==> src/rtl/alarm_ring_controller.sv <==
// Alarm ring sequencer: turns the comparator match level into a beep pattern with snooze/dismiss/timeout.
// Latency: a trigger rise or button pulse sampled at edge N is reflected on the outputs right after edge N.
// Backpressure: none; single-cycle pulse inputs are consumed on the cycle they arrive.
module alarm_ring_controller #(
  parameter int SNOOZE_MIN     = 5,
  parameter int RING_TIMEOUT_S = 60,
  parameter int MAX_SNOOZE     = 3,
  localparam int SNZ_W = $clog2(SNOOZE_MIN*60+1),
  localparam int RC_W  = (RING_TIMEOUT_S > 1) ? $clog2(RING_TIMEOUT_S) : 1
) (
  input  logic             clk,
  input  logic             rst,
  input  logic             sec_tick,
  input  logic             alarm_trigger,
  input  logic             alarm_enable,
  input  logic             snooze_btn,
  input  logic             dismiss_btn,
  output logic             buzzer,
  output logic             ringing,
  output logic             snoozing,
  output logic [3:0]       snooze_count,
  output logic [SNZ_W-1:0] snooze_left_s
);

  localparam logic [1:0] S_IDLE       = 2'd0;
  localparam logic [1:0] S_RINGING    = 2'd1;
  localparam logic [1:0] S_SNOOZE     = 2'd2;
  localparam logic [1:0] S_WAIT_CLEAR = 2'd3;

  localparam logic [SNZ_W-1:0] SNOOZE_LOAD = SNZ_W'(SNOOZE_MIN*60);
  localparam logic [RC_W-1:0]  RING_LAST   = RC_W'(RING_TIMEOUT_S-1);
  localparam logic [3:0]       SNOOZE_MAX  = 4'(MAX_SNOOZE);

  logic [1:0]       state, state_d;
  logic [RC_W-1:0]  ring_cnt, ring_cnt_d;
  logic [3:0]       count_d;
  logic [SNZ_W-1:0] left_d;
  logic             trig_q;
  logic             trig_rise;
  logic             can_snooze;
  logic             enter_snooze;
  logic             enter_wait;
  logic             stop_req;

  // Rising edge of the comparator level; trig_q resets high so a match already
  // in progress when reset releases is not treated as a new alarm.
  assign trig_rise  = alarm_trigger & ~trig_q;
  assign can_snooze = (snooze_count < SNOOZE_MAX);
  assign stop_req   = dismiss_btn | ~alarm_enable;

  // Track the previous trigger level every cycle.
  always_ff @(posedge clk or negedge rst) begin
    if (!rst) begin
      trig_q <= 1'b1;
    end else begin
      trig_q <= alarm_trigger;
    end
  end

  // Next-state and counter updates. Events are resolved in priority order:
  // stop (dismiss / disable) beats snooze, which beats the second tick.
  always_comb begin
    state_d      = state;
    ring_cnt_d   = ring_cnt;
    count_d      = snooze_count;
    left_d       = snooze_left_s;
    enter_snooze = 1'b0;
    enter_wait   = 1'b0;

    case (state)
      S_IDLE: begin
        if (trig_rise && alarm_enable) begin
          state_d    = S_RINGING;
          ring_cnt_d = '0;
        end
      end

      S_RINGING: begin
        if (stop_req) begin
          enter_wait = 1'b1;
        end else if (snooze_btn && can_snooze) begin
          enter_snooze = 1'b1;
        end else if (sec_tick) begin
          // A snooze press past the limit has no effect, so the tick still counts.
          if (ring_cnt == RING_LAST) begin
            if (can_snooze) begin
              enter_snooze = 1'b1;
            end else begin
              enter_wait = 1'b1;
            end
          end else begin
            ring_cnt_d = ring_cnt + RC_W'(1);
          end
        end
      end

      S_SNOOZE: begin
        if (stop_req) begin
          enter_wait = 1'b1;
        end else if (sec_tick) begin
          // Re-ring is purely timer driven; the trigger level plays no part here.
          if (snooze_left_s == SNZ_W'(1)) begin
            state_d    = S_RINGING;
            left_d     = '0;
            ring_cnt_d = '0;
          end else if (snooze_left_s != '0) begin
            left_d = snooze_left_s - SNZ_W'(1);
          end
        end
      end

      S_WAIT_CLEAR: begin
        // Hold here until the matching minute ends so the same minute cannot re-ring.
        if (!alarm_trigger) begin
          state_d = S_IDLE;
        end
      end

      default: begin
        state_d = S_IDLE;
      end
    endcase

    if (enter_snooze) begin
      state_d    = S_SNOOZE;
      count_d    = snooze_count + 4'd1;
      left_d     = SNOOZE_LOAD;
      ring_cnt_d = '0;
    end

    if (enter_wait) begin
      state_d    = S_WAIT_CLEAR;
      count_d    = '0;
      left_d     = '0;
      ring_cnt_d = '0;
    end
  end

  // State and counter registers.
  always_ff @(posedge clk or negedge rst) begin
    if (!rst) begin
      state         <= S_IDLE;
      ring_cnt      <= '0;
      snooze_count  <= '0;
      snooze_left_s <= '0;
    end else begin
      state         <= state_d;
      ring_cnt      <= ring_cnt_d;
      snooze_count  <= count_d;
      snooze_left_s <= left_d;
    end
  end

  // Outputs decode registered state only; the buzzer starts on and toggles each second.
  always_comb begin
    ringing  = (state == S_RINGING);
    snoozing = (state == S_SNOOZE);
    buzzer   = (state == S_RINGING) & ~ring_cnt[0];
  end

endmodule

==> config.mk <==
export PLATFORM = sky130hd
export DESIGN_NAME = alarm_ring_controller
export DESIGN_NICKNAME = d
export VERILOG_FILES = /design/src/rtl/alarm_ring_controller.sv
export SDC_FILE = /design/constraint.sdc
export NUM_CORES = 1
export LEC_CHECK = 0
export BUFFER_PORTS_ARGS = -buffer_cell sky130_fd_sc_hd__buf_2
export CAP_MARGIN = 15
export CELL_PAD_IN_SITES_DETAIL_PLACEMENT = 0
export CELL_PAD_IN_SITES_GLOBAL_PLACEMENT = 1
export CORE_ASPECT_RATIO = 0.6
export CORE_UTILIZATION = 47
export CTS_CLUSTER_SIZE = 28
export DETAILED_ROUTE_END_ITERATION = 10
export GPL_TIMING_DRIVEN = 0
export PLACE_DENSITY_LB_ADDON = 0.1
export SLEW_MARGIN = 0
export SYNTH_ARGS = -nofsm -noshare
export SYNTH_HDL_FRONTEND = slang
export SYNTH_SLANG_ARGS = --single-unit
==> constraint.sdc <==
create_clock -name clk -period 7 [get_ports clk]
set_input_delay 1.05 -clock clk [delete_from_list [all_inputs] [get_ports clk]]
set_output_delay 1.05 -clock clk [all_outputs]
set_load 0.1 [all_outputs]
Word-level counts from Yosys, hierarchy flattened

Index checks and enable logic that the tools add are counted.

$add $sub $neg: 3
Order comparisons: 1
Equality and inequality tests: 15
Muxes and demuxes: 41
Bitwise logic cells: 6
Reduce and logical (&&, ||, !) cells: 13

Operator list:

| kind                                                                     | count |
|---|---|
| 9-bit 2-to-1 mux                                                         | 7 |
| 6-bit 2-to-1 mux                                                         | 10 |
| 4-bit inequality test (second input constant)                            | 6 |
| 6-bit one-hot mux with 3 select lines                                    | 1 |
| 2-bit 2-to-1 mux                                                         | 7 |
| 1-bit 2-to-1 mux                                                         | 12 |
| 5-bit nonzero test                                                       | 2 |
| 9-bit by 1-bit equality test with 1-bit output (second input constant)   | 1 |
| 9-bit AND reduction                                                      | 1 |
| 9-bit nonzero test                                                       | 1 |
| 9-bit by 1-bit subtractor with 9-bit output (second input constant)      | 1 |
| 4-bit 2-to-1 mux                                                         | 2 |
| 4-bit by 2-bit inequality test with 1-bit output (second input constant) | 2 |
| 6-bit by 1-bit adder with 6-bit output (second input constant)           | 1 |
| 6-bit equality test (second input constant)                              | 1 |
| 2-bit one-hot mux with 3 select lines                                    | 1 |
| 6-bit AND reduction                                                      | 1 |
| 3-bit nonzero test                                                       | 2 |
| 4-bit by 1-bit adder with 4-bit output (second input constant)           | 1 |
| 2-bit equality test (second input constant)                              | 2 |
| 4-bit by 2-bit < comparator with 1-bit output (second input constant)    | 1 |
| 4-bit by 1-bit inequality test with 1-bit output (second input constant) | 1 |
| 4-bit AND reduction                                                      | 1 |
| 4-bit nonzero test                                                       | 1 |
| 9 further kinds                                                          | 13 |

Bits in registers: 22
Input port bits: 7
Output and inout bits: 16
Logic and storage cells: 84

Longest topological paths before layout

Gate-level depths: netlist of the first run.

Depth after elaboration: 9
Mapped depth: 8
Depth with buffers taken out: 7

Least setup slack after synthesis of the first run

OpenSTA, ideal clock, no wires.

Path type: reg2out
Start point: register state[1]
End point: output port buzzer
Arrival time: 2,846 ps
Data required time: 5,950 ps
Setup slack: 3,104 ps
Stages on the path, launching flop included: 4
Path buffers: 0
Cell sequence: dfrtp_1 > inv_1 > ha_1 > nor2b_1

Word-level cells in the longest chain between the ends: 2

Ends and longest elaborated chain:

| what                                           | line | RTL |
|---|---|---|
| from (decl)                                    | 34   | `logic [1:0] state, state_d;` |
| from (signal assigned)                         | 147  | `state <= state_d;` |
| 2-bit by 1-bit equality test with 1-bit output | n/a  |  |
| named net ringing                              | 19   | `output logic ringing,` |
| 1-bit bitwise AND                              | 158  | `buzzer = (state == S_RINGING) & ~ring_cnt[0];` |
| to (decl)                                      | 18   | `output logic buzzer,` |

The timed path passes the listed nets, and every way through them passes these cells.

Worst setup path in the final report of the first run

Start point: input port alarm_enable
End point: register snooze_left_s[7]

Word-level cells in the longest chain between the ends: 6
Elaborated cells between the ends (all ways): 14
Classes of those cells: eq/ne: 1; mux: 7; bitwise: 2; reduce/logical: 4

Ends and longest elaborated chain:

| what                                                                      | line   | RTL |
|---|---|---|
| from (decl)                                                               | 15     | `input logic alarm_enable,` |
| 1-bit inverter (*)                                                        | 49     | `assign stop_req = dismiss_btn \| ~alarm_enable;` |
| 1-bit bitwise OR (*)                                                      | 49     |  |
| 1-bit 2-to-1 mux (on tied branches)                                       | 98, 79 |  |
| 1-bit one-hot mux with 2 select lines or 1-bit 2-to-1 mux (tied branches) | 70     | `case (state)` |
| 3-bit inequality test (no source line), or another cell as far along      | n/a    |  |
| 4-bit AND reduction (no source line) or 9-bit 2-to-1 mux (tied branches)  | n/a    |  |
| to (signal assigned)                                                      | 150    | `snooze_left_s <= left_d;` |
| to (decl)                                                                 | 22     | `output logic [SNZ_W-1:0] snooze_left_s` |

Mark *: on every way between the ends. The rest lies on a longest branch, timed or not.
A chain may end at the register's enable or synchronous reset.

==> results.sh, run 1 <==
export IMPL_ys_top_cells_by_count="dfrtp_1, nand2_1, nor2_1"
export IMPL_rows=16
export IMPL_clkLatencyLatePin_ns=0.27
export IMPL_port_buffers=22
export IMPL_vias=1607
export IMPL_via_per_inst=6.45
export IMPL_wire_per_inst_um=18.3
export IMPL_relSlewSlack_pct=37.8
export IMPL_grt_max_degree=23
export IMPL_cp_start_kind="primary input"
export IMPL_grt_pass1_wl_um=7580
export IMPL_synth_edf_count=0
export IMPL_crit_path_end_kind="flip-flop"
export IMPL_setup_slack_ns=4.05
export IMPL_hpwlAfterDp_um=3510
export IMPL_regArea_um2=552
export IMPL_synth_cells=178
export IMPL_cts_clk_slew_worst_paths_ns=0.08
export IMPL_fin_tns_setup_ns=0
export IMPL_p_seq_share_pct=21.3
export IMPL_synth_top_area_cell="dfrtp_1"
export IMPL_gp_congestion=0.937
export IMPL_stdcell_count=249
export IMPL_synthArstFlopShare_pct=100
export IMPL_synth_seq_area_share_pct=32.7
export IMPL_die_h_um=48.4
export IMPL_ys_seq_elements=22
export IMPL_p_int_w=0.000368
export IMPL_yosysMostFrequentCell="dfrtp_1"
export IMPL_crit_type="in2reg"
export IMPL_antenna_found_initial=0
export IMPL_switching_share_pct=58.2
export IMPL_num_io_pins=23
export IMPL_syn_avg_cell_area_um2=9.49
export IMPL_clock_sinks=22
export IMPL_initial_core_util_pct=50.5
export IMPL_setup_viol=0
export IMPL_first_iter_violations=127
export IMPL_hold_viol=0
export IMPL_p_leak_nw=0.913
export IMPL_yosysWarnings=0
export IMPL_n_antenna_cell=0
export IMPL_skew_ns=0.00334
export IMPL_p_switching_w=0.000513
export IMPL_peakVddDrop_mv=0.235
export IMPL_drc=0
export IMPL_clk_path_buf_depth=2
export IMPL_fmax_mhz=339
export IMPL_layout_drive_gt1_share_pct=18.1
export IMPL_multi_input_area_um2=1080
export IMPL_core_area_um2=3340
export IMPL_timing_hold_ws_ns=0.533
export IMPL_powerDensity_nw_per_um2=461
export IMPL_run_status="completed"
export IMPL_p_total_w=0.000881
export IMPL_clockPowerShare_pct=10.7
export IMPL_tightest_slew_ns=0.927
export IMPL_first_global_vias=1464
export IMPL_maxSlewViolCount=0
export IMPL_cts_hold_buf=0
export IMPL_cts_tree="built"
export IMPL_power_frac_comb_pct=68.0
export IMPL_synthesis_nets=194
export IMPL_r2r_setup_slack_ns=4.22
export IMPL_pre_cts_ws_ns=3.87
export IMPL_synth_area_um2=1690
export IMPL_yosys_area_top_type_share_pct=31.1
export IMPL_ctsHtreeMaxLevel=1
export IMPL_rsz0062_at_grt="false"
export IMPL_cts_setup_buffers=0
export IMPL_post_route_min_period_ns=2.95
export IMPL_ant_nets=0
export IMPL_nets=221
export IMPL_fin_crit_sh_pct=42.2
export IMPL_gr_total_overflow=0
export IMPL_arrival_ns=3.11
export IMPL_hold_class="reg2reg"
export IMPL_firstDrtPassIters=4
export IMPL_die_area_um2=3850
export IMPL_cts_root_buf="clkbuf_8"
export IMPL_post_synth_num_cell_types=57
export IMPL_fillerInstances=296
export IMPL_placed_cells=245
export IMPL_wl_um=4560
export IMPL_cap_violations=0
export IMPL_worst_ep_required_time_ns=7.16
export IMPL_post_cts_resized=0
export IMPL_die_w_um=79.4
export IMPL_path_max_fanout=9
export IMPL_area_delta_synth_final_pct=13.1
export IMPL_ys_flop_type="dfrtp_1"
export IMPL_numCtsBuffers=3
export IMPL_grt_usage_pct=25.9
export IMPL_synthTopCellsByArea="dfrtp_1, ha_1, a22o_1, nand2_1, nor2_1"
[power by group through the flow]
stage / logic, W / registers [W] / clock network, W
2_1_floorplan: 0.000370 / 0.000293 / 0
3_3_place_gp: 0.000581 / 0.000186 / 0
3_5_place_dp: 0.000588 / 0.000189 / 0
4_1_cts: 0.000590 / 0.000187 / 0.0000957
5_1_grt: 0.000635 / 0.000194 / 0.000100
6_report: 0.000600 / 0.000187 / 0.0000942
[layout make-up]
cell class | count | share of cell area, %
multi-input cells | 144 | 56.7
flip-flops and latches | 22 | 28.9
repair buffers | 22 | 5.76
well taps | 45 | 2.95
clock buffers | 4 | 2.88
inverters | 10 | 1.96
plain buffers | 2 | 0.851
[critical path, cell delays in order]
cell      delay, ns
buf_2          0.12
nor2b_1        0.48
nand3_1        0.21
o211ai_1       0.76
nor3_1         0.16
a211o_1        0.31
[cell families after synthesis]
logic type	share of synthesized area [%]
adders and majority gates	6.67
muxes	0.667
and+or+nand+nor	25.6
AOI/OAI and AO/OA	30.2
xor gates and xnor gates	1.04
buffers and inverters	3.19
DFF	32.7
[layer usage]
| metal | GRT usage, % | routed length [um] | vias up |
|---|---|---|---|
| met5 | 0 | 0 | - |
| met4 | 1.52 | 0 | 0 |
| met3 | 5.47 | 366 | 0 |
| met2 | 35.8 | 1860 | 64 |
| met1 | 42.6 | 2340 | 785 |
| li1 | - | - | 758 |
[placed cells by master, fill, tap and decap left out, drive strengths merged, types with 5 or more instances in the layout]
cell / synthesis / layout
buf: 2 / 24
dfrtp: 21 / 21
nand2: 13 / 13
nor2: 13 / 13
inv: 10 / 10
ha: 9 / 9
nor3: 8 / 8
a22o: 7 / 7
a21oi: 7 / 7
nand3: 6 / 6
nor4: 6 / 6
o211ai: 6 / 6
nor2b: 5 / 5
and3: 5 / 5
a211o: 5 / 5
[registers in the layout, summed over array words and instances (netlist names)]
register,cells
snooze_count,4
trig_q,1
snooze_left_s,9
state,2
ring_cnt,6
[final timing paths]
| check | start | endpoint | depth (start not counted) |
|---|---|---|---|
| min | ring_cnt[1] | ring_cnt[1] | 1 |
| max reg2reg | state[0] | ring_cnt[1] | 8 |
| max in group asynchronous | rst | trig_q | 1 |
| min in group asynchronous | rst | ring_cnt[2] | 1 |
| min reg2reg | ring_cnt[1] | ring_cnt[1] | 1 |
| max | alarm_enable | snooze_left_s[7] | 6 |
[stage by stage]
stage               utilization, %  instance area [um2]
global route                  57.1                 1910
global placement              55.5                 1860
CTS                           57.1                 1910
finish                        57.1                 1910
floorplan                        -                 1690
detailed placement            55.5                 1860
Note: power is estimated with default switching activity, not from simulation.
==> run 2: changes to the inputs <==
--- a/config.mk
+++ b/config.mk
@@ -10,7 +10,7 @@
 export CELL_PAD_IN_SITES_DETAIL_PLACEMENT = 0
 export CELL_PAD_IN_SITES_GLOBAL_PLACEMENT = 1
 export CORE_ASPECT_RATIO = 0.6
-export CORE_UTILIZATION = 47
+export CORE_UTILIZATION = 40
 export CTS_CLUSTER_SIZE = 28
 export DETAILED_ROUTE_END_ITERATION = 10
 export GPL_TIMING_DRIVEN = 0
==> constraint.sdc (replaced) <==
create_clock -name clk -period 2.65 [get_ports clk]
set_input_delay 0.3975 -clock clk [delete_from_list [all_inputs] [get_ports clk]]
set_output_delay 0.3975 -clock clk [all_outputs]
set_load 0.1 [all_outputs]
==> results.sh, run 2 (synthesized netlist as in run 1, its figures left out) <==
export IMPL_cp_start_kind="flip-flop"
export IMPL_relSlewSlack_pct=47.0
export IMPL_cts_root_buf="clkbuf_8"
export IMPL_path_max_fanout=7
export IMPL_first_iter_violations=126
export IMPL_peakVddDrop_mv=0.674
export IMPL_grt_max_degree=23
export IMPL_clk_path_buf_depth=2
export IMPL_num_io_pins=23
export IMPL_worst_ep_required_time_ns=2.81
export IMPL_fin_crit_sh_pct=94.3
export IMPL_ant_nets=0
export IMPL_powerDensity_nw_per_um2=1210
export IMPL_cap_violations=0
export IMPL_nets=224
export IMPL_drc=0
export IMPL_clkLatencyLatePin_ns=0.27
export IMPL_first_global_vias=1342
export IMPL_setup_viol=0
export IMPL_run_status="completed"
export IMPL_die_h_um=52.3
export IMPL_post_route_min_period_ns=2.50
export IMPL_gp_congestion=0.860
export IMPL_fillerInstances=380
export IMPL_die_w_um=85.9
export IMPL_crit_chain="inv_1, ha_1, nand2_1, or4_1, nand2_2, a21oi_2, a221o_1"
export IMPL_gr_total_overflow=0
export IMPL_area_delta_synth_final_pct=16.2
export IMPL_arrival_ns=2.65
export IMPL_cts_clk_slew_worst_paths_ns=0.08
export IMPL_crit_start="state[1]"
export IMPL_crit_type="reg2reg"
export IMPL_wire_per_inst_um=18.1
export IMPL_hpwlAfterDp_um=3640
export IMPL_crit_slowest_cell="or4_1"
export IMPL_placed_cell_area_um2=1890
export IMPL_fmax_mhz=400
export IMPL_core_area_um2=3850
export IMPL_crit_path_end_kind="flip-flop"
export IMPL_fin_tns_setup_ns=0
export IMPL_maxSlewViolCount=0
export IMPL_p_total_w=0.00237
export IMPL_initial_core_util_pct=43.9
export IMPL_via_per_inst=6.09
export IMPL_hold_class="in2async"
export IMPL_vias=1608
export IMPL_port_buffers=22
export IMPL_critical_path_max_stage_delay_ns=0.64
export IMPL_antenna_found_initial=0
export IMPL_wl_um=4780
export IMPL_final_core_util_pct=51.0
export IMPL_skew_ns=0.00868
export IMPL_p_leak_nw=0.916
export IMPL_grt_usage_pct=22.6
export IMPL_timing_hold_ws_ns=0.102
export IMPL_die_area_um2=4500
export IMPL_numCtsBuffers=3
export IMPL_clock_sinks=22
export IMPL_firstDrtPassIters=4
export IMPL_final_cell_mix="buf_2, dfrtp_1, nor2_1"
export IMPL_r2r_start="state[1]"
export IMPL_layout_drive_gt1_share_pct=23.2
export IMPL_cts_tree="built"
export IMPL_mostFrequentLayoutCell="buf_2"
export IMPL_rows=17
export IMPL_grt_pass1_wl_um=7440
export IMPL_top_regs="snooze_left_s x9, ring_cnt x6, snooze_count x4"
export IMPL_regMostFlops="snooze_left_s"
export IMPL_fin_area_um2=1960
export IMPL_tightest_slew_ns=0.784
export IMPL_hold_viol=0
export IMPL_largest_register_ffs=9
export IMPL_ctsHtreeMaxLevel=1
export IMPL_n_antenna_cell=0
## run 2: timing repair
action	in CTS	in global routing
hold buffers	0	0
gates resized for setup	0	2
buffers inserted	0	3
endpoints found under the setup margin	0	11
## run 2: final timing paths
kind	slack [ns]	end	cells past startpoint
worst min-delay path	0.10	ring_cnt[0]	1
min in group clk	0.26	trig_q	1
max in group asynchronous	2.17	snooze_left_s[5]	1
worst min register to register	0.54	ring_cnt[1]	1
worst max-delay path	0.15	snooze_left_s[8]	7
worst max register to register	0.15	snooze_left_s[8]	7
## run 2: layout make-up
type / instances / area [um2] / share of cell area [%]
well taps: 57 / 71.3 / 3.63
repair buffers: 25 / 133 / 6.76
clock buffers: 4 / 45.0 / 2.29
flip-flops and latches: 22 / 556 / 28.3
multi-input cells: 144 / 1100 / 56.3
plain buffers: 2 / 16.3 / 0.829
inverters: 10 / 37.5 / 1.91
## run 2: through the flow
stage / instances / worst slack [ns]
global placement: 257 / 0.0615
CTS: 261 / 0.0236
finish: 264 / 0.152
floorplan: 178 / 0.00982
global route: 264 / -0.00399
detailed placement: 257 / 0.0304
## run 2: power breakdown
part           internal, W  total, W  leakage, nW  switching, W
clock             0.000107  0.000216       0.0228      0.000109
combinational     0.000490   0.00166        0.603       0.00117
sequential        0.000400  0.000495        0.290     0.0000953
## run 2: layer usage
layer / GRT usage [%] / vias to the layer above / part of all wire [%]
li1: - / 759 / -
met1: 36.4 / 780 / 51
met2: 29.8 / 67 / 39
met3: 4.88 / 2 / 9.3
met4: 4.17 / 0 / 0.33
met5: 0 / - / 0
## run 2: critical path: cells and delay by family, from the launching register on
family,cells,cell delay [ns]
AOI/OAI and AO/OA,2,0.53
adders and majority gates,1,0.37
buffers and inverters,1,0.10
DFF,1,0.45
and+or+nand+nor,3,0.93
